==> src/rtl/silife_pkg.sv <==
// Shared definitions for the silife simulation controller: register map,
// controller FSM states, display-channel register stride and CTRL field layout.
package silife_pkg;

    localparam logic [23:0] ADDR_CTRL      = 24'h000;
    localparam logic [23:0] ADDR_CONFIG    = 24'h004;
    localparam logic [23:0] ADDR_PERIOD    = 24'h008;
    localparam logic [23:0] ADDR_GEN       = 24'h00C;
    localparam logic [23:0] ADDR_TARGET    = 24'h010;
    localparam logic [23:0] ADDR_IRQ_STAT  = 24'h014;
    localparam logic [23:0] ADDR_IRQ_EN    = 24'h018;
    localparam logic [23:0] ADDR_DISP_BASE = 24'h100;

    // Each display channel owns a CTRL word and a BRIGHT word.
    localparam int unsigned DISP_STRIDE = 8;
    localparam int unsigned DISP_SHIFT  = $clog2(DISP_STRIDE);
    localparam int unsigned MAX_DISPLAYS = 8;

    typedef enum logic [1:0] {
        ST_IDLE = 2'd0,
        ST_WAIT = 2'd1,
        ST_STEP = 2'd2,
        ST_DONE = 2'd3
    } sim_state_e;

    // CTRL register write payload, bit 2 down to bit 0.
    typedef struct packed {
        logic count_mode;
        logic step;
        logic run;
    } ctrl_bits_t;

endpackage

==> src/rtl/silife_step_timer.sv <==
// Auto-step period timer: loads a period, counts down to zero and holds there.
module silife_step_timer #(
    parameter int unsigned PERIOD_BITS = 24
) (
    input  logic                   clk,
    input  logic                   reset,
    input  logic                   load,
    input  logic [PERIOD_BITS-1:0] load_value,
    input  logic                   dec,
    output logic                   zero_c
);

    logic [PERIOD_BITS-1:0] count;

    // Load has priority over decrement; the count never underflows.
    always_ff @(posedge clk) begin
        if (reset) begin
            count <= '0;
        end else if (load) begin
            count <= load_value;
        end else if (dec && (count != '0)) begin
            count <= count - PERIOD_BITS'(1);
        end
    end

    assign zero_c = (count == '0);

endmodule

==> src/rtl/silife_sim_ctrl.sv <==
// Game-of-life simulation controller: Wishbone register file, auto/single
// step sequencing with generation counting, and MAX7219 display channel control.
// Optional interrupt block is built only when SILIFE_IRQ_EN is defined.
module silife_sim_ctrl
    import silife_pkg::*;
#(
    parameter int unsigned NUM_DISPLAYS = 1,
    parameter int unsigned PERIOD_BITS  = 24,
    parameter int unsigned GEN_BITS     = 32
) (
    input  logic                      clk,
    input  logic                      reset,
    input  logic                      i_wb_cyc,
    input  logic                      i_wb_stb,
    input  logic                      i_wb_we,
    input  logic [31:0]               i_wb_addr,
    input  logic [31:0]               i_wb_data,
    output logic                      o_wb_ack,
    output logic [31:0]               o_wb_data,
    output logic                      o_step,
    output logic                      o_wrap,
    output logic [NUM_DISPLAYS-1:0]   o_disp_enable,
    output logic [NUM_DISPLAYS-1:0]   o_disp_frame,
    input  logic [NUM_DISPLAYS-1:0]   i_disp_busy,
    output logic [4*NUM_DISPLAYS-1:0] o_disp_brightness,
    output logic                      o_irq
);

    // ------------------------------------------------------------------
    // Bus decode
    // ------------------------------------------------------------------
    logic        wb_hit, wb_wr, wb_rd;
    logic [23:0] addr;
    logic [23:0] disp_off;
    logic        disp_hit;
    logic [2:0]  disp_idx;
    logic        disp_bright_sel;
    logic        wr_ctrl, wr_config, wr_period, wr_gen, wr_target, wr_disp;
    ctrl_bits_t  ctrl_wdata;
    logic        unused_bits;

    assign wb_hit     = i_wb_cyc & i_wb_stb;
    assign wb_wr      = wb_hit & i_wb_we;
    assign wb_rd      = wb_hit & ~i_wb_we;
    assign addr       = i_wb_addr[23:0];
    assign ctrl_wdata = ctrl_bits_t'(i_wb_data[2:0]);
    assign unused_bits = ^{i_wb_addr[31:24], i_wb_data};

    // Addresses below the display base wrap to a large offset and miss.
    assign disp_off        = addr - ADDR_DISP_BASE;
    assign disp_hit        = (disp_off < 24'(DISP_STRIDE * NUM_DISPLAYS)) && (disp_off[1:0] == 2'b00);
    assign disp_idx        = disp_off[DISP_SHIFT +: 3];
    assign disp_bright_sel = disp_off[2];

    assign wr_ctrl   = wb_wr && (addr == ADDR_CTRL);
    assign wr_config = wb_wr && (addr == ADDR_CONFIG);
    assign wr_period = wb_wr && (addr == ADDR_PERIOD);
    assign wr_gen    = wb_wr && (addr == ADDR_GEN);
    assign wr_target = wb_wr && (addr == ADDR_TARGET);
    assign wr_disp   = wb_wr && disp_hit;

    // ------------------------------------------------------------------
    // Control registers and FSM
    // ------------------------------------------------------------------
    sim_state_e            state_q, state_d;
    logic                  ctrl_run, ctrl_count, step_req;
    logic [PERIOD_BITS-1:0] period_q;
    logic [GEN_BITS-1:0]   gen_q, target_q, gen_inc;
    logic                  timer_load, timer_dec, timer_zero;
    logic                  hit_target, step_ok, step_take;

    assign step_ok   = !ctrl_run && ((state_q == ST_IDLE) || (state_q == ST_DONE));
    assign step_take = (state_d == ST_STEP) && ((state_q == ST_IDLE) || (state_q == ST_DONE));

    silife_step_timer #(
        .PERIOD_BITS (PERIOD_BITS)
    ) u_step_timer (
        .clk        (clk),
        .reset      (reset),
        .load       (timer_load),
        .load_value (period_q),
        .dec        (timer_dec),
        .zero_c     (timer_zero)
    );

    // Next-state and timer control; run has priority over a pending single step.
    always_comb begin
        state_d    = state_q;
        timer_load = 1'b0;
        timer_dec  = 1'b0;
        hit_target = 1'b0;
        gen_inc    = gen_q + GEN_BITS'(1);
        case (state_q)
            ST_IDLE: begin
                if (ctrl_run) begin
                    state_d    = ST_WAIT;
                    timer_load = 1'b1;
                end else if (step_req) begin
                    state_d = ST_STEP;
                end
            end
            ST_WAIT: begin
                if (!ctrl_run) begin
                    state_d = ST_IDLE;
                end else if (timer_zero) begin
                    state_d = ST_STEP;
                end else begin
                    timer_dec = 1'b1;
                end
            end
            ST_STEP: begin
                if (ctrl_count && (gen_inc == target_q)) begin
                    state_d    = ST_DONE;
                    hit_target = 1'b1;
                end else if (ctrl_run) begin
                    state_d    = ST_WAIT;
                    timer_load = 1'b1;
                end else begin
                    state_d = ST_IDLE;
                end
            end
            ST_DONE: begin
                state_d = step_req ? ST_STEP : ST_IDLE;
            end
            default: state_d = ST_IDLE;
        endcase
    end

    // State register; the step strobe is registered alongside it.
    always_ff @(posedge clk) begin
        if (reset) begin
            state_q <= ST_IDLE;
            o_step  <= 1'b0;
        end else begin
            state_q <= state_d;
            o_step  <= (state_d == ST_STEP);
        end
    end

    // Software-visible control registers and the generation counter.
    always_ff @(posedge clk) begin
        if (reset) begin
            ctrl_run   <= 1'b0;
            ctrl_count <= 1'b0;
            step_req   <= 1'b0;
            o_wrap     <= 1'b0;
            period_q   <= '0;
            gen_q      <= '0;
            target_q   <= '0;
        end else begin
            if (wr_ctrl) begin
                ctrl_run   <= ctrl_wdata.run;
                ctrl_count <= ctrl_wdata.count_mode;
            end
            if (hit_target) begin
                ctrl_run <= 1'b0;
            end
            if (step_take) begin
                step_req <= 1'b0;
            end
            if (wr_ctrl && ctrl_wdata.step && step_ok) begin
                step_req <= 1'b1;
            end
            if (wr_ctrl && ctrl_wdata.run) begin
                step_req <= 1'b0;
            end
            if (wr_config) begin
                o_wrap <= i_wb_data[0];
            end
            if (wr_period) begin
                period_q <= i_wb_data[PERIOD_BITS-1:0];
            end
            if (wr_target) begin
                target_q <= i_wb_data[GEN_BITS-1:0];
            end
            // A software clear beats a step landing in the same cycle.
            if (wr_gen) begin
                gen_q <= '0;
            end else if (state_q == ST_STEP) begin
                gen_q <= gen_inc;
            end
        end
    end

    // ------------------------------------------------------------------
    // Display channels
    // ------------------------------------------------------------------
    logic [NUM_DISPLAYS-1:0]   disp_enable, disp_pause, disp_frame;
    logic [4*NUM_DISPLAYS-1:0] disp_bright;

    // Per-channel registers; frame drops once the channel reports busy,
    // unless software is rewriting that channel's control word this cycle.
    always_ff @(posedge clk) begin
        if (reset) begin
            disp_enable <= '0;
            disp_pause  <= '0;
            disp_frame  <= '1;
            disp_bright <= '1;
        end else begin
            for (int k = 0; k < int'(NUM_DISPLAYS); k++) begin
                if (wr_disp && (disp_idx == 3'(k)) && !disp_bright_sel) begin
                    disp_enable[k] <= i_wb_data[0];
                    disp_pause[k]  <= i_wb_data[1];
                    disp_frame[k]  <= i_wb_data[2];
                end else if (i_disp_busy[k]) begin
                    disp_frame[k] <= 1'b0;
                end
                if (wr_disp && (disp_idx == 3'(k)) && disp_bright_sel) begin
                    disp_bright[4*k +: 4] <= i_wb_data[3:0];
                end
            end
        end
    end

    // Registered frame request: free-running unless paused.
    always_ff @(posedge clk) begin
        if (reset) begin
            o_disp_frame <= '1;
        end else begin
            o_disp_frame <= ~disp_pause | disp_frame;
        end
    end

    assign o_disp_enable     = disp_enable;
    assign o_disp_brightness = disp_bright;

    // ------------------------------------------------------------------
    // Interrupts
    // ------------------------------------------------------------------
    logic [1:0] irq_stat_rd, irq_en_rd;

`ifdef SILIFE_IRQ_EN
    logic [1:0]              irq_stat, irq_en, irq_set;
    logic [NUM_DISPLAYS-1:0] busy_q;
    logic                    wr_irq_stat, wr_irq_en;

    assign wr_irq_stat = wb_wr && (addr == ADDR_IRQ_STAT);
    assign wr_irq_en   = wb_wr && (addr == ADDR_IRQ_EN);
    assign irq_set     = {|(busy_q & ~i_disp_busy), (state_q == ST_DONE)};
    assign irq_stat_rd = irq_stat;
    assign irq_en_rd   = irq_en;

    // Sticky status with write-one-to-clear; a new event beats the clear.
    always_ff @(posedge clk) begin
        if (reset) begin
            irq_stat <= '0;
            irq_en   <= '0;
            busy_q   <= '0;
            o_irq    <= 1'b0;
        end else begin
            busy_q   <= i_disp_busy;
            irq_stat <= (irq_stat & ~(wr_irq_stat ? i_wb_data[1:0] : 2'b00)) | irq_set;
            if (wr_irq_en) begin
                irq_en <= i_wb_data[1:0];
            end
            o_irq <= |(irq_stat & irq_en);
        end
    end
`else
    assign irq_stat_rd = 2'b00;
    assign irq_en_rd   = 2'b00;
    assign o_irq       = 1'b0;
`endif

    // ------------------------------------------------------------------
    // Read path
    // ------------------------------------------------------------------
    logic [31:0] rd_data_c;

    // Read mux; anything not mapped reads as zero.
    always_comb begin
        rd_data_c = '0;
        if (disp_hit) begin
            for (int k = 0; k < int'(NUM_DISPLAYS); k++) begin
                if (disp_idx == 3'(k)) begin
                    rd_data_c = disp_bright_sel
                              ? {28'd0, disp_bright[4*k +: 4]}
                              : {28'd0, i_disp_busy[k], disp_frame[k], disp_pause[k], disp_enable[k]};
                end
            end
        end else begin
            case (addr)
                ADDR_CTRL:     rd_data_c = {29'd0, ctrl_count, 1'b0, ctrl_run};
                ADDR_CONFIG:   rd_data_c = {31'd0, o_wrap};
                ADDR_PERIOD:   rd_data_c = 32'(period_q);
                ADDR_GEN:      rd_data_c = 32'(gen_q);
                ADDR_TARGET:   rd_data_c = 32'(target_q);
                ADDR_IRQ_STAT: rd_data_c = {30'd0, irq_stat_rd};
                ADDR_IRQ_EN:   rd_data_c = {30'd0, irq_en_rd};
                default:       rd_data_c = '0;
            endcase
        end
    end

    // Every strobed cycle is acknowledged on the next cycle with its read data.
    always_ff @(posedge clk) begin
        if (reset) begin
            o_wb_ack  <= 1'b0;
            o_wb_data <= '0;
        end else begin
            o_wb_ack  <= wb_hit;
            o_wb_data <= wb_rd ? rd_data_c : '0;
        end
    end

endmodule

==> config.mk <==
export PLATFORM = sky130hd
export DESIGN_NAME = silife_sim_ctrl
export DESIGN_NICKNAME = d
export VERILOG_FILES = /design/src/rtl/silife_pkg.sv /design/src/rtl/silife_step_timer.sv /design/src/rtl/silife_sim_ctrl.sv
export SDC_FILE = /design/constraint.sdc
export NUM_CORES = 1
export LEC_CHECK = 0
export CAP_MARGIN = 20
export CORE_ASPECT_RATIO = 0.8
export CORE_MARGIN = 8
export CORE_UTILIZATION = 50
export CTS_CLUSTER_SIZE = 16
export DETAILED_ROUTE_END_ITERATION = 12
export PLACE_DENSITY_LB_ADDON = 0.05
export SLEW_MARGIN = 20
export SYNTH_ARGS = -nofsm -noshare
export SYNTH_HDL_FRONTEND = slang
export SYNTH_SLANG_ARGS = --single-unit
export TNS_END_PERCENT = 100
==> constraint.sdc <==
create_clock -name clk -period 3.55 [get_ports clk]
set_input_delay 1.065 -clock clk [delete_from_list [all_inputs] [get_ports clk]]
set_output_delay 1.065 -clock clk [all_outputs]
set_load 0.01 [all_outputs]
Word-level counts from Yosys, hierarchy flattened
Cells that the tools add are included.
{ "word_totals": {"register_bits": 160, "in_bits": 70, "output_inout_bits": 42, "wordCells": 96} }
{ "op_classes": {"add_sub_neg": 3, "order_cmp": 1, "n_eq_ne": 9, "muxes": 26, "bitwise": 7, "reduce_logical": 33} }
{ "op_table": {"columns": ["op", "count"], "rows": [
  ["32-bit case mux with 5 select lines", 1],
  ["24-bit by 4-bit equality test with 1-bit output (second input constant)", 2],
  ["24-bit logical NOT", 2],
  ["24-bit two-way mux", 2],
  ["32-bit by 1-bit adder with 32-bit output (second input constant)", 1],
  ["32-bit equality test", 1],
  ["32-bit two-way mux", 1],
  ["24-bit by 3-bit equality test with 1-bit output (second input constant)", 1],
  ["24-bit by 5-bit equality test with 1-bit output (second input constant)", 1],
  ["24-bit by 4-bit less-than comparator with 1-bit output (second input constant)", 1],
  ["24-bit nonzero test", 1],
  ["24-bit by 1-bit subtractor with 24-bit output (second input constant)", 1],
  ["24-bit by 9-bit subtractor with 24-bit output (second input constant)", 1],
  ["1-bit logical AND", 17],
  ["1-bit two-way mux", 12],
  ["2-bit two-way mux", 6],
  ["4-bit two-way mux", 2],
  ["2-bit case mux with 4 select lines", 1],
  ["2-bit OR reduction", 4],
  ["2-bit equality test (second input constant)", 3],
  ["2-bit nonzero test", 3],
  ["2-bit logical NOT", 2],
  ["1-bit bitwise AND", 3],
  ["3-bit logical NOT", 1],
  ["6 further kinds", 9]
]} }

Depth between registers and ports, before layout
Gate-level depths: netlist of the first run.
{ "logic_depth": {"word_depth": 9, "depth_mapped": 13, "ltp_nobuf": 10} }

By module
From an unflattened synthesis of the first run, not the netlist that was laid out.
{ "hier_totals": {"hier_cells": 1020, "hier_area_um2": 8338.0} }
{ "by_module_without_submodules": {"columns": ["module", "n_inst", "cells_each", "area_each_um2", "seq_area_each_um2"], "rows": [
  ["silife_sim_ctrl", 1, 840, 6779.0, 2722.6],
  ["silife_step_timer", 1, 180, 1559.0, 480.5]
]} }

Least setup slack after synthesis of the first run
Ideal clock, no wire load.
{ "synth_path": {"path_type": "register to register", "startpoint": "register gen_q[0]", "endpoint": "register o_step", "setup_time_ns": 0.116, "t_arrival_ns": 3.198, "required_ns": 3.434, "path_slack_ns": 0.236, "path_stages_with_launch": 11, "path_buffers": 0, "period_less_slack_ns": 3.314, "path_cell_list": "dfxtp_1 -> ha_1 -> and4_1 -> nand2_1 -> or4_1 -> xor2_1 -> o22ai_1 -> or4b_1 -> or4_4 -> a22o_1 -> and3b_1"} }
{ "synth_via": {"elab_chain_len": 6} }
{ "synth_lines": {"columns": ["element", "line_no", "rtl"], "rows": [
  ["start, declared", "silife_sim_ctrl.sv:68", "logic [GEN_BITS-1:0] gen_q, target_q, gen_inc;"],
  ["start signal, assigned", "silife_sim_ctrl.sv:180", "gen_q <= gen_inc;"],
  ["32-bit by 1-bit adder with 32-bit output", "silife_sim_ctrl.sv:92", "gen_inc = gen_q + GEN_BITS'(1);"],
  ["32-bit equality test", "silife_sim_ctrl.sv:112", "if (ctrl_count && (gen_inc == target_q)) begin"],
  ["1-bit logical AND", "silife_sim_ctrl.sv:112", null],
  ["2-bit two-way mux", "silife_sim_ctrl.sv:112", null],
  ["2-bit case mux with 4 select lines", "silife_sim_ctrl.sv:93", "case (state_q)"],
  ["2-bit equality test", "silife_sim_ctrl.sv:136", "o_step <= (state_d == ST_STEP);"],
  ["end signal, assigned", "silife_sim_ctrl.sv:136", null],
  ["end, declared", "silife_sim_ctrl.sv:20", "output logic o_step,"]
]} }
Every way passes these cells.
A chain may end at the register's enable or synchronous reset.

Final worst setup path of the first run
Same ends and word-level chain as after synthesis.

==> results of run 1 <==
## synthesized netlist by cell type, types with 10 or more instances
master / instances
dfxtp_1: 160
nand2_1: 151
nor2_1: 121
a21oi_1: 68
xnor2_1: 58
clkbuf_1: 52
xor2_1: 41
mux2i_1: 36
a222oi_1: 23
nand3_1: 23
nand4_1: 21
nor3_1: 20
nor4_1: 15
and3_1: 13
nor2b_1: 12
o21ai_0: 11
buf_4: 10
## final cells by class
type	count	area, µm²	share of cell area
Clock buffer	18	429.2	0.04183
Clock inverter	14	165.2	0.01610
Inverter	9	33.78	0.003293
Multi-Input combinational cell	737	4561	0.4445
Sequential cell	160	3203	0.3122
Tap cell	215	269.0	0.02622
Timing Repair Buffer	168	1599	0.1559
## kinds of logic (layout without fill, tap and decap cells)
group | count (synthesis) | count (layout)
buffers and inverters | 87 | 209
DFF | 160 | 160
and+or+nand+nor | 437 | 437
xor gates and xnor gates | 99 | 99
other | 1 | 1
muxes | 37 | 37
AOI/OAI and AO/OA | 157 | 157
adders and majority gates | 6 | 6
## state kept, by name, summed over array words and instances (netlist names)
name                flops
gen_q                  32
o_step                  1
u_step_timer.count     24
disp_pause              1
ctrl_run                1
o_disp_brightness       4
o_disp_enable           1
o_wrap                  1
o_wb_data              32
o_wb_ack                1
ctrl_count              1
state_q                 2
step_req                1
period_q               24
disp_frame              1
target_q               32
o_disp_frame            1
## metal layers
layer / wire, µm / track usage / part of all wire
met4: 450 / 0.06752 / 0.018
met5: 0 / 0 / 0
met1: 11570 / 0.3116 / 0.47
met3: 1990 / 0.06736 / 0.082
met2: 10380 / 0.3541 / 0.43
## through the flow
stage,cells,hold WS [ns]
CTS,1321,0.4844
floorplan,984,0.4367
detailed placement,1289,0.4701
global placement,1289,0.4670
finish,1321,0.4818
global route,1321,0.4971
## critical path, stage by stage, from the launching register on
cell and delay (ns):
dfxtp_1 0.34, ha_1 0.21, and4_1 0.25, nand2_1 0.10, or4_1 0.58, xor2_2 0.21
o22ai_1 0.12, or4b_1 0.50, or4_4 0.60, a22o_1 0.26, and3b_1 0.19
## where the power goes
| group | total (W) | switching, W | internal [W] |
|---|---|---|---|
| Clock | 0.00186 | 0.000753 | 0.00110 |
| Sequential | 0.00180 | 0.000000590 | 0.00180 |
| Combinational | 0.000128 | 0.0000570 | 0.0000714 |
| Total | 0.00378 | 0.000811 | 0.00297 |
## worst paths after layout
kind | from | end | depth (start not counted)
worst max-delay path | gen_q[0] | o_step | 10
worst min-delay path | disp_frame | o_disp_frame | 1
worst max register to register | gen_q[0] | o_step | 10
worst min register to register | disp_frame | o_disp_frame | 1
## repair_timing
action                                  in CTS  in global routing
endpoints found under the setup margin       0                  1
hold buffers                                 0                  0
resized for setup                            0                  1
## cell usage in the layout, fill, tap and decap left out, types with 7 or more instances in the layout
cell type / count
clkdlybuf4s50_1: 101
dfxtp_1: 160
nand3_1: 23
clkbuf_16: 17
inv_1: 9
nand4_1: 21
buf_12: 7
xor2_1: 40
mux2i_1: 36
xnor2_1: 58
nand2_1: 151
a21oi_1: 68
or4_1: 7
o21ai_0: 11
nor2_1: 121
nor4_1: 15
a222oi_1: 23
nor2b_1: 12
a31oi_1: 7
buf_4: 59
and3_1: 13
or3_1: 7
a22oi_1: 9
nor3_1: 20
==> impl_metrics.prom, run 1 <==
# TYPE chip_impl_metric gauge
chip_impl_metric{name="post_dp_cell_area",unit="µm²"} 9658
chip_impl_metric{name="yosysSeqAreaShare",unit=""} 0.3922
chip_impl_metric{name="cellLeakagePower",unit="nW"} 3.661
chip_impl_metric{name="core.rowCount",unit=""} 41
chip_impl_metric{name="slack_of_the_worst_reg_to_reg_path",unit="ns"} 0.08
chip_impl_metric{name="firstDrtPassIters",unit=""} 7
chip_impl_metric{name="drv.max_cap_violation_count",unit=""} 0
chip_impl_metric{name="synth-seq-cells",unit=""} 160
chip_impl_metric{name="timing.critical_path.arrival",unit="ns"} 3.78
chip_impl_info{name="clock-root-buffer",value="clkbuf_16"} 1
chip_impl_info{name="timing.hold.worst.class",value="reg2reg"} 1
chip_impl_metric{name="synthArstFlopShare",unit=""} 0
chip_impl_metric{name="num_io_pins",unit=""} 112
chip_impl_info{name="synthTopCellsByArea",value="dfxtp_1 39%, nand2_1 6.9%, xnor2_1 6.2%"} 1
chip_impl_metric{name="fraction_of_synthesized_cell_area_in_xor_and_xnor_cells",unit=""} 0.1062
chip_impl_metric{name="core_region_area",unit="µm²"} 15900
chip_impl_metric{name="cell_variety_after_synth",unit=""} 65
chip_impl_metric{name="timing.final.hold_violations",unit=""} 0
chip_impl_metric{name="worst_slew_pin_slew",unit="ns"} 0.6918
chip_impl_metric{name="drive_gt1_frac",unit=""} 0.1076
chip_impl_metric{name="ir_drop",unit="V"} 0.0003155
chip_impl_metric{name="slew-limit-headroom",unit=""} 0.5345
chip_impl_metric{name="synthesis.area_per_instance",unit="µm²"} 8.299
chip_impl_info{name="yosysTopAreaCell",value="dfxtp_1"} 1
chip_impl_metric{name="p_per_cell_area",unit="nW/µm²"} 368.7
chip_impl_metric{name="post-route-drc-count",unit=""} 0
chip_impl_metric{name="dpl.hpwl",unit="µm"} 18360
chip_impl_metric{name="synth.net_count",unit=""} 1060
chip_impl_metric{name="grtUsageTotal",unit=""} 0.2311
chip_impl_metric{name="simple_gate_portion_of_the_synthesized_area",unit=""} 0.2649
chip_impl_metric{name="numClockSinks",unit=""} 160
chip_impl_metric{name="post_synth_fa_ha_maj_area_fraction",unit=""} 0.009193
chip_impl_metric{name="finalInstanceArea",unit="µm²"} 10260
chip_impl_metric{name="netlist_area",unit="µm²"} 8167
chip_impl_metric{name="die_area",unit="µm²"} 20700
chip_impl_info{name="start_kind",value="flop"} 1
chip_impl_metric{name="slew_violations",unit=""} 0
chip_impl_metric{name="synth-warning-count",unit=""} 0
chip_impl_metric{name="report.power.total",unit="W"} 0.003783
chip_impl_metric{name="area_growth_syn_to_layout",unit="%"} 25.63
chip_impl_metric{name="grt_first_pass_wirelength",unit="µm"} 38030
chip_impl_metric{name="yosysTopAreaCellShare",unit=""} 0.3922
chip_impl_info{name="cts_tree",value="done"} 1
chip_impl_metric{name="post_cts.repair.setup_buffers",unit=""} 0
chip_impl_metric{name="drt.antenna.violating_nets",unit=""} 0
chip_impl_metric{name="setup-tns-final",unit="ns"} 0
chip_impl_metric{name="critical_path.max_fanout",unit=""} 3
chip_impl_info{name="dominant_combinational_cell_family_by_area_after_synthesis",value="simple AND/OR/NAND/NOR gates"} 1
chip_impl_info{name="criticalPathCategory",value="reg2reg"} 1
chip_impl_metric{name="synth_compound_area_frac",unit=""} 0.1295
chip_impl_info{name="synth_ff_type",value="dfxtp_1"} 1
chip_impl_metric{name="cts-root-to-sink-buffers",unit=""} 2
chip_impl_metric{name="preCtsSetupSlack",unit="ns"} -0.08468
chip_impl_metric{name="detailed_route_wire_length_per_cell",unit="µm"} 18.46
chip_impl_metric{name="finalCriticalPeriod",unit="ns"} 3.471
chip_impl_metric{name="initial_utilization",unit=""} 0.5135
chip_impl_metric{name="clock_insertion_delay_worst_skew",unit="ns"} 0.42
chip_impl_metric{name="first_global_vias",unit=""} 7024
chip_impl_metric{name="routed_wl",unit="µm"} 24390
chip_impl_metric{name="placement.io_buffers",unit=""} 102
chip_impl_info{name="end_kind",value="flop"} 1
chip_impl_metric{name="synth-edff-count",unit=""} 0
chip_impl_metric{name="cts-buffers-inserted",unit=""} 17
chip_impl_metric{name="global_placement_routability_congestion",unit=""} 0.9189
chip_impl_metric{name="grt_max_degree",unit=""} 33
chip_impl_info{name="outcome",value="finished clean"} 1
chip_impl_metric{name="grt_overflow_total",unit=""} 0
chip_impl_metric{name="final_critical_path_setup_slack",unit="ns"} 0.07885
chip_impl_metric{name="antenna_found_initial",unit=""} 0
chip_impl_metric{name="clk_transition_reported_paths",unit="ns"} 0.06
chip_impl_metric{name="clock_skew",unit="ns"} 0.007504
chip_impl_metric{name="die-width",unit="µm"} 158.9
chip_impl_metric{name="detail_route.iter0.violations",unit=""} 734
chip_impl_metric{name="fillers",unit=""} 1430
chip_impl_metric{name="finish.net_count",unit=""} 1169
chip_impl_metric{name="crit_required",unit="ns"} 3.86
chip_impl_metric{name="postLayoutCoreUtil",unit=""} 0.6452
chip_impl_metric{name="vias",unit=""} 7446
chip_impl_metric{name="n_antenna_cell",unit=""} 0
chip_impl_metric{name="final-setup-viol-count",unit=""} 0
chip_impl_metric{name="finalCritPeriodShare",unit=""} 0.9778
chip_impl_metric{name="die_height",unit="µm"} 130.3
chip_impl_metric{name="maximum_achievable_frequency",unit="GHz"} 0.2881
chip_impl_metric{name="synth.area.mux_share",unit=""} 0.04550
chip_impl_metric{name="cts_htree_levels",unit=""} 4
chip_impl_metric{name="detail_route.vias_per_cell",unit=""} 5.637
chip_impl_metric{name="synth_cells",unit=""} 984
Note: power is estimated with default switching activity, not from simulation.
==> run 2: changes to the inputs <==
--- a/config.mk
+++ b/config.mk
@@ -5,15 +5,17 @@
 export SDC_FILE = /design/constraint.sdc
 export NUM_CORES = 1
 export LEC_CHECK = 0
+export ABC_AREA = 1
 export CAP_MARGIN = 20
 export CORE_ASPECT_RATIO = 0.8
 export CORE_MARGIN = 8
-export CORE_UTILIZATION = 50
+export CORE_UTILIZATION = 51
 export CTS_CLUSTER_SIZE = 16
 export DETAILED_ROUTE_END_ITERATION = 12
 export PLACE_DENSITY_LB_ADDON = 0.05
 export SLEW_MARGIN = 20
 export SYNTH_ARGS = -nofsm -noshare
 export SYNTH_HDL_FRONTEND = slang
+export SYNTH_HIERARCHICAL = 1
 export SYNTH_SLANG_ARGS = --single-unit
 export TNS_END_PERCENT = 100
==> impl_metrics.prom, run 2 <==
# TYPE chip_impl_metric gauge
chip_impl_info{name="worst_path_max_delay_cell",value="dfxtp_1"} 1
chip_impl_info{name="yosysTopAreaCell",value="dfxtp_1"} 1
chip_impl_metric{name="die-width",unit="µm"} 163.9
chip_impl_metric{name="report.power.total",unit="W"} 0.004001
chip_impl_metric{name="grt_overflow_total",unit=""} 0
chip_impl_metric{name="cts-buffers-inserted",unit=""} 17
chip_impl_metric{name="grtUsageTotal",unit=""} 0.2536
chip_impl_metric{name="clk_transition_reported_paths",unit="ns"} 0.07
chip_impl_metric{name="vias",unit=""} 9265
chip_impl_metric{name="synthesis.area_per_instance",unit="µm²"} 6.450
chip_impl_info{name="rsz0062_at_grt",value="no"} 1
chip_impl_metric{name="post-route-drc-count",unit=""} 0
chip_impl_metric{name="drive_gt1_frac",unit=""} 0.08317
chip_impl_metric{name="p_per_cell_area",unit="nW/µm²"} 366.6
chip_impl_metric{name="finish.net_count",unit=""} 1555
chip_impl_metric{name="core.rowCount",unit=""} 43
chip_impl_metric{name="synthArstFlopShare",unit=""} 0
chip_impl_metric{name="cellLeakagePower",unit="nW"} 4.597
chip_impl_metric{name="detail_route.iter0.violations",unit=""} 738
chip_impl_metric{name="routed_wl",unit="µm"} 27740
chip_impl_metric{name="timing.final.hold_violations",unit=""} 0
chip_impl_metric{name="initial_utilization",unit=""} 0.5185
chip_impl_metric{name="worst_slew_pin_slew",unit="ns"} 0.7249
chip_impl_metric{name="die_height",unit="µm"} 134.3
chip_impl_info{name="cts_tree",value="done"} 1
chip_impl_metric{name="synth.net_count",unit=""} 1461
chip_impl_metric{name="final_cell_count_no_fill",unit=""} 1716
chip_impl_metric{name="ir_drop",unit="V"} 0.0002443
chip_impl_metric{name="synth-warning-count",unit=""} 6
chip_impl_metric{name="crit_required",unit="ns"} 3.91
chip_impl_metric{name="timing.critical_path.arrival",unit="ns"} 3.57
chip_impl_metric{name="firstDrtPassIters",unit=""} 6
chip_impl_metric{name="area_growth_syn_to_layout",unit="%"} 22.24
chip_impl_metric{name="detailed_route_wire_length_per_cell",unit="µm"} 16.16
chip_impl_metric{name="yosysTopAreaCellShare",unit=""} 0.3588
chip_impl_metric{name="global_placement_routability_congestion",unit=""} 0.9048
chip_impl_metric{name="clock_skew",unit="ns"} 0.007269
chip_impl_metric{name="cts-hold-fix-buffers",unit=""} 0
chip_impl_metric{name="die_area",unit="µm²"} 22020
chip_impl_metric{name="n_antenna_cell",unit=""} 0
chip_impl_info{name="synthTopCellsByArea",value="dfxtp_1 36%, nand2_1 15%, nor2_1 8.4%"} 1
chip_impl_metric{name="core_region_area",unit="µm²"} 17220
chip_impl_info{name="start_kind",value="flop"} 1
chip_impl_metric{name="synth-edff-count",unit=""} 0
chip_impl_metric{name="worst_path_bufs_invs",unit=""} 2
chip_impl_metric{name="finalCritPeriodShare",unit=""} 0.9040
chip_impl_metric{name="setup-tns-final",unit="ns"} 0
chip_impl_metric{name="clock_insertion_delay_worst_skew",unit="ns"} 0.43
chip_impl_metric{name="slew-limit-headroom",unit=""} 0.5149
chip_impl_metric{name="maximum_achievable_frequency",unit="GHz"} 0.3116
chip_impl_metric{name="num_io_pins",unit=""} 112
chip_impl_metric{name="yosysSeqAreaShare",unit=""} 0.3588
chip_impl_info{name="critical_path.most_common_cell",value="nand2_1"} 1
chip_impl_metric{name="synth-seq-cells",unit=""} 160
chip_impl_metric{name="cts-root-to-sink-buffers",unit=""} 2
chip_impl_metric{name="cell_variety_after_synth",unit=""} 47
chip_impl_metric{name="critical_path.max_fanout",unit=""} 21
chip_impl_metric{name="finalCriticalPeriod",unit="ns"} 3.209
chip_impl_metric{name="cts_htree_levels",unit=""} 4
chip_impl_metric{name="final-setup-viol-count",unit=""} 0
chip_impl_info{name="outcome",value="finished clean"} 1
chip_impl_info{name="synth_ff_type",value="dfxtp_1"} 1
chip_impl_info{name="post-synth-top-count-cell",value="nand2_1"} 1
chip_impl_metric{name="numClockSinks",unit=""} 160
chip_impl_metric{name="slowest_delay",unit="ns"} 0.41
chip_impl_metric{name="drt.antenna.violating_nets",unit=""} 0
chip_impl_metric{name="antenna_found_initial",unit=""} 0
chip_impl_info{name="criticalPathCategory",value="reg2reg"} 1
chip_impl_metric{name="first_global_vias",unit=""} 8606
chip_impl_info{name="clock-root-buffer",value="clkbuf_16"} 1
chip_impl_info{name="layout_common_cells",value="366 x nand2_1, 196 x nor2_1, 160 x dfxtp_1"} 1
chip_impl_info{name="timing.hold.worst.class",value="reg2reg"} 1
chip_impl_metric{name="grt_first_pass_wirelength",unit="µm"} 44530
chip_impl_metric{name="synth_cells",unit=""} 1384
chip_impl_info{name="kind_of_cell_with_the_highest_combined_delay_on_the_critical_path",value="simple AND/OR/NAND/NOR gates"} 1
chip_impl_metric{name="dpl.hpwl",unit="µm"} 20270
chip_impl_metric{name="grt_max_degree",unit=""} 67
chip_impl_info{name="reg_top3",value="gen_q (32), o_wb_data (32), target_q (32)"} 1
chip_impl_info{name="cp_cell_sequence",value="ha_1, nand2_2, nor2_8, nand2_2, nor2_4, nand2_1, nand2_1, nand2_1, nand2_1, nand2_1, nor2_1, nand2_1, nor2_2, nand3_1, nand2_1, a21oi_1, buf_4, a21oi_4, buf_12, nand2_1, a21oi_1"} 1
chip_impl_metric{name="placement.io_buffers",unit=""} 102
chip_impl_metric{name="dpl.cell_count",unit=""} 1682
chip_impl_info{name="synth.top_cells.by_count",value="366 x nand2_1, 199 x nor2_1, 160 x dfxtp_1"} 1
chip_impl_metric{name="netlist_area",unit="µm²"} 8927
chip_impl_metric{name="drv.max_cap_violation_count",unit=""} 0
chip_impl_metric{name="detail_route.vias_per_cell",unit=""} 5.399
chip_impl_info{name="layout_commonest_cell",value="nand2_1"} 1
chip_impl_metric{name="slew_violations",unit=""} 0
chip_impl_info{name="end_kind",value="flop"} 1
==> run 2: cell types whose count changed in the layout (fill, tap and decap cells not counted), sizes merged, moves of 54 or more <==
cell   previous run  this run
nor2            121       226
inv              10       165
nand2           151       379
nand3            24       107
o21ai            11       102
xnor2            58         4
==> run 2: timing repair <==
action                                  in CTS  in global routing
buffers inserted                             0                  2
gates resized for setup                      0                  3
endpoints found under the setup margin       0                 20
==> run 2: path summary, 6_finish.rpt <==
| kind | cells after the start | to | slack [ns] | startpoint |
|---|---|---|---|---|
| worst max register to register | 21 | u_step_timer/count[7] | 0.34 | gen_q[1] |
| worst min-delay path | 1 | o_disp_frame | 0.42 | disp_pause |
| worst min register to register | 1 | o_disp_frame | 0.42 | disp_pause |
| worst max-delay path | 21 | u_step_timer/count[7] | 0.34 | gen_q[1] |
==> run 2: logic make-up after synthesis <==
logic type | share of synthesized area
XOR/XNOR | 0.01836
multiplexers | 0.001121
AND/OR/NAND/NOR | 0.3671
adder cells (fa/ha/maj) | 0.009810
flip-flops | 0.3588
buffers and inverters | 0.09292
other | 0.0004201
AO/OA/AOI/OAI | 0.1515
==> run 2: final cells by class <==
type,instances,area (µm²)
inverters,156,585.6
fillers,1649,6304
repair buffers,129,1286
clock inverters,15,216.5
flip-flops and latches,160,3203
multi-input cells,1014,4915
clock buffers,17,425.4
well taps,225,281.5
==> run 2: per-layer routing <==
layer	global-route usage	wire, µm	vias up
met4	0.08518	634	0
met3	0.06279	2613	42
met2	0.3804	11860	390
li1	-	-	4651
met1	0.3482	12630	4182
met5	0	0	-
==> run 2: where the power goes <==
part	switching, W	internal, W	leakage [nW]
sequential	0.00000183	0.00180	1.29
clock	0.000837	0.00120	0.309
combinational	0.0000803	0.0000835	3.00
==> run 2: per-stage QoR <==
stage	setup slack (ns)	instance area (µm²)	hold WS (ns)	util
floorplan	0.7903	8927	0.3811	-
global route	0.01133	10910	0.4513	0.6339
global placement	0.2448	10230	0.4035	0.5944
finish	0.3409	10910	0.4227	0.6339
CTS	0.2068	10880	0.4172	0.6317
detailed placement	0.2332	10230	0.3992	0.5944
